**config.mk**
```make
export PLATFORM = sky130hd
export DESIGN_NAME = mix_seq_ctrl
export DESIGN_NICKNAME = d
export VERILOG_FILES = /design/src/rtl/mix_seq_ctrl.sv
export SDC_FILE = /design/constraint.sdc
export NUM_CORES = 1
export LEC_CHECK = 0
export ABC_AREA = 0
export CORE_ASPECT_RATIO = 1.2
export CORE_MARGIN = 10
export CORE_UTILIZATION = 64
export DETAILED_ROUTE_END_ITERATION = 10
export DONT_BUFFER_PORTS = 1
export GPL_TIMING_DRIVEN = 0
export PLACE_DENSITY = 0.8
export SLEW_MARGIN = 10
export SYNTH_ARGS = -nofsm -noshare
export SYNTH_HDL_FRONTEND = slang
export SYNTH_SLANG_ARGS = --single-unit
```
**constraint.sdc**
```tcl
create_clock -name clk -period 3.62 [get_ports clk]
set_clock_uncertainty 0.05 [all_clocks]
set_input_delay 0.181 -clock clk [delete_from_list [all_inputs] [get_ports clk]]
set_output_delay 0.181 -clock clk [all_outputs]
set_load 0.02 [all_outputs]
```
**src/rtl/mix_seq_ctrl.sv**
```systemverilog
// Sequencer for the ratio-sine datapath: divider and s2p run together,
// then the multiplier; the result is held until the consumer takes it.
module mix_seq_ctrl #(
   parameter int DW          = 12,
   parameter int SER_BITS    = 10,
   parameter int MUL_LAT     = 2,
   parameter int DIV_TIMEOUT = 32
) (
   input  logic              clk,
   input  logic              rst_n,
   input  logic              in_valid,
   output logic              in_ready,
   input  logic [DW-1:0]     a,
   input  logic [DW-1:0]     b,
   input  logic [DW-1:0]     c,
   output logic              div_en,
   output logic [2*DW+1:0]   div_dividend,
   output logic [DW+1:0]     div_divisor,
   input  logic              div_ok,
   output logic              ser_en,
   output logic              mul_en,
   output logic              out_valid,
   input  logic              out_ready,
   output logic              err,
   output logic [1:0]        err_code,
   output logic              busy
);

   localparam int BW = $clog2(SER_BITS + 1);
   localparam int TW = $clog2(DIV_TIMEOUT + 1);
   localparam int MW = $clog2(MUL_LAT + 1);

   typedef enum logic [1:0] {IDLE, RUN, MUL, DONE} state_t;

   state_t        state;
   logic [DW-1:0] a_r, b_r, c_r;
   logic [BW-1:0] bit_cnt;
   logic [TW-1:0] to_cnt;
   logic [MW-1:0] mul_cnt;
   logic          ser_done, div_done;
   logic          ser_last, div_hit, to_hit;
   logic          ser_fin, div_fin;

   assign in_ready     = (state == IDLE);
   assign busy         = (state != IDLE);
   assign div_dividend = {a_r, {(DW+2){1'b0}}};
   assign div_divisor  = {2'b00, a_r} + {2'b00, b_r} + {2'b00, c_r};

   always_comb begin
      ser_last = ser_en && (bit_cnt == BW'(SER_BITS - 1));
      div_hit  = (state == RUN) && !div_done && div_ok;
      to_hit   = !div_done && !div_ok && (to_cnt == TW'(DIV_TIMEOUT - 1));
      ser_fin  = ser_done || ser_last;
      div_fin  = div_done || div_hit;
   end

   always_ff @(posedge clk or negedge rst_n) begin
      if (!rst_n) begin
         state     <= IDLE;
         a_r       <= '0;
         b_r       <= '0;
         c_r       <= '0;
         bit_cnt   <= '0;
         to_cnt    <= '0;
         mul_cnt   <= '0;
         ser_done  <= 1'b0;
         div_done  <= 1'b0;
         div_en    <= 1'b0;
         ser_en    <= 1'b0;
         mul_en    <= 1'b0;
         out_valid <= 1'b0;
         err       <= 1'b0;
         err_code  <= 2'b00;
      end else begin
         unique case (state)
            IDLE: begin
               if (in_valid) begin
                  a_r      <= a;
                  b_r      <= b;
                  c_r      <= c;
                  bit_cnt  <= '0;
                  to_cnt   <= '0;
                  mul_cnt  <= '0;
                  ser_done <= 1'b0;
                  div_done <= 1'b0;
                  if ((a | b | c) == '0) begin
                     state     <= DONE;
                     out_valid <= 1'b1;
                     err       <= 1'b1;
                     err_code  <= 2'b01;
                  end else begin
                     state  <= RUN;
                     ser_en <= 1'b1;
                     div_en <= 1'b1;
                  end
               end
            end
            RUN: begin
               if (!div_done)
                  to_cnt <= to_cnt + 1'b1;
               if (ser_en) begin
                  if (ser_last) begin
                     ser_en   <= 1'b0;
                     ser_done <= 1'b1;
                  end else begin
                     bit_cnt <= bit_cnt + 1'b1;
                  end
               end
               if (div_hit) begin
                  div_en   <= 1'b0;
                  div_done <= 1'b1;
               end
               // a div_ok on the timeout cycle clears to_hit, so it wins
               if (ser_fin && div_fin) begin
                  state   <= MUL;
                  mul_en  <= 1'b1;
                  mul_cnt <= '0;
               end else if (to_hit) begin
                  state     <= DONE;
                  ser_en    <= 1'b0;
                  div_en    <= 1'b0;
                  out_valid <= 1'b1;
                  err       <= 1'b1;
                  err_code  <= 2'b10;
               end
            end
            MUL: begin
               if (mul_cnt == MW'(MUL_LAT - 1)) begin
                  state     <= DONE;
                  mul_en    <= 1'b0;
                  out_valid <= 1'b1;
                  err       <= 1'b0;
                  err_code  <= 2'b00;
               end else begin
                  mul_cnt <= mul_cnt + 1'b1;
               end
            end
            DONE: begin
               if (out_ready) begin
                  state     <= IDLE;
                  out_valid <= 1'b0;
                  err       <= 1'b0;
                  err_code  <= 2'b00;
               end
            end
            default: state <= IDLE;
         endcase
      end
   end

endmodule

```
==> results.toml <==
[critical_path]
reg2reg_from = "state[0]"
cp_slowest_stage_delay_ns = 0.51
cp-start-kind = "flop"
crit_required_ns = 3.39
r2r-end = "c_r[4]"
cp_max_fo = 3
regToRegSetupSlack_ns = 0.60
crit_buf_inv = 0
reg2reg_depth = 7
path_cells = "fa_1 -> ha_2 -> fa_2 -> a211oi_4 -> o21ai_2 -> a2111o_1 -> a31oi_4 -> xnor2_2"
end_kind = "primary output"
cp_top_family = "compound AO/OA/AOI/OAI gates"
critPathSlowestCell = "fa_1"
arrival_ns = 3.35
crit_start = "a_r[1]"
criticalPathCategory = "reg -> out"

[place]
gp_congestion = 0.876
place_ws_ns = 0.333
io_buffers = 0
hpwl_um = 6330

[timing]
tns_ns = 0
finalMaxSlewViolations = 0
finalCritPeriodShare = 0.989
timing.slew.headroom = 0.542
hold_violations = 0
worstMarginPinSlew_ns = 0.687
setup_slack_ns = 0.0409
worst_hold_slack_ns = 0.114
fin_crit_ns = 3.58
setup_viol = 0
clock.fmax_ghz = 0.279

[floorplan]
die_w_um = 88.4
die_h_um = 102
die-area_mm2 = 0.00903
start_util = 0.670
rows = 29
io_pins = 90
core_mm2 = 0.00537

[synth]
synth_cell_types = 50
synth_seq_area_share = 0.410
synth-main-ff-cell = "dfrtp_1"
synth_edf_count = 0
synth_cells = 327
yosys_warnings = 0
syn-cell-area_mm2 = 0.00360
synth-seq-cells = 59
synthArstFlopShare = 1.00
postSynthAreaPerCell_um2 = 11.0

[final_layout]
insertedDiodeCount = 0
area_growth_pct = 23.3
mostFrequentLayoutCells = "dfrtp_1, dlygate4sd3_1, mux2_1, nor2_1, ha_1"
mostFrequentLayoutCell = "dfrtp_1"
fillers = 281
drive_above_1_share = 0.131
fin_nets = 467

[grt]
grt_pass1_wl_um = 15900
grt_util_all_layers = 0.227
grt_pass1_vias = 2977
grt_overflow = 0
antenna_found_initial = 0
grt_max_degree = 60

[clock_tree]
htreeDepth = 3
path_clk_slew_ns = 0.08
clkSinkCount = 59
clkLatencyLatePin_ns = 0.34
cts_root_buf = "clkbuf_8"
cts_buffer_depth = 2
cts_tree = "built"
cts_buffers = 9

[route]
dr.first_iter.drc_count = 223
wire_per_inst_um = 22.8
num_vias = 2962
vias_per_cell = 6.44
drt_wl_total_um = 10500
drc = 0
drt_first_pass_iters = 7
ant_nets = 0

[hold_path]
hold_path_end = "div_en"
hold_depth = 3
hold_start = "div_ok"
min_path_type = "in -> reg"

[outcome]
outcome = "finished, final reports clean"

[job]
cap_violations = 0
-- cells in the mapped netlist (2+ instances only) --
library cell  instances  area, µm²
mux2_4                3       45.0
nor3_1                7       35.0
ha_1                 20        250
xor2_1                7       61.3
o21a_1                2       15.0
inv_1                14       52.6
clkbuf_1              7       26.3
mux2i_1               2       20.0
nor4_1                9       56.3
a21oi_1              16       80.1
a22oi_1               2       15.0
buf_2                 2       10.0
xnor2_1               7       61.3
nand3b_1              3       22.5
a211oi_1              3       22.5
nand3_1               7       35.0
nand2_1              12       45.0
o21ai_0               6       30.0
and3_1                4       25.0
dfrtp_1              59       1480
nand2b_1              3       18.8
a21o_1                5       37.5
buf_4                14        105
a221o_1               3       30.0
mux2_1               37        417
o21ai_1               6       30.0
a31oi_1               2       12.5
fa_1                 13        260
nand4_1               5       31.3
nor2_1               27        101
-- metal layers --
layer  up-vias  share of wire  global-route usage
met2       185           0.51               0.377
li1       1283              -                   -
met1      1463           0.36               0.258
met5         -              0                   0
met4         0          0.030               0.101
met3        31           0.10              0.0788
-- registers in the layout, summed over array words and instances, names as in the netlist --
name and flops:
a_r 12, b_r 12, c_r 12, to_cnt 6, bit_cnt 4, err_code 2, mul_cnt 2, state 2
div_done 1, div_en 1, err 1, mul_en 1, out_valid 1, ser_done 1, ser_en 1
-- worst register-to-register path, stage by stage, from the launching register on --
cell and delay, ns:
dfrtp_1 0.42, inv_1 0.11, ha_1 0.32, clkbuf_1 0.30, nand2_1 0.17, clkbuf_1 0.54, clkbuf_1 0.58, mux2_1 0.41
-- through the flow --
stage	cell area (µm²)	utilization	std cells
floorplan	3650	-	340
global placement	3720	0.693	402
detailed placement	3720	0.693	402
CTS	4370	0.814	457
global route	4430	0.826	460
finish	4430	0.826	460
-- final cells by class --
type,count,area [µm²],share of cell area
plain buffers,23,141,0.0319
repair buffers,42,430,0.0971
flip-flops and latches,59,1480,0.333
clock buffers,11,151,0.0341
multi-input cells,243,2020,0.457
well taps,62,77.6,0.0175
inverters,15,56.3,0.0127
clock inverters,5,75.1,0.0169
-- logic make-up after synthesis --
logic type,synth area share
and+or+nand+nor,0.117
DFF,0.410
AOI/OAI and AO/OA,0.106
muxes,0.134
buffers and inverters,0.0550
adders and majority gates,0.142
xor gates and xnor gates,0.0341
other,0.00104
-- worst max path at each step --
stage                       to  slack (ns)  cells after the start
6_report       div_divisor[11]        0.04                      8
5_1_grt        div_divisor[13]       -0.08                      8
4_1_cts        div_divisor[13]       0.009                      8
3_5_place_dp   div_divisor[11]        0.33                      8
3_3_place_gp   div_divisor[11]        0.35                      8
2_1_floorplan  div_divisor[11]        0.57                      8
-- repair_timing --
action / 4_1_cts / 5_1_grt
pin swaps: 0 / 3
resized for setup: 2 / 9
hold buffers: 39 / 0
endpoints found under the setup margin: 1 / 3
endpoints found under the hold margin: 96 / 0
setup buffers: 0 / 3
Power is not shown: default switching activity piles up to over one toggle a cycle in this logic, so the estimate is an artifact.
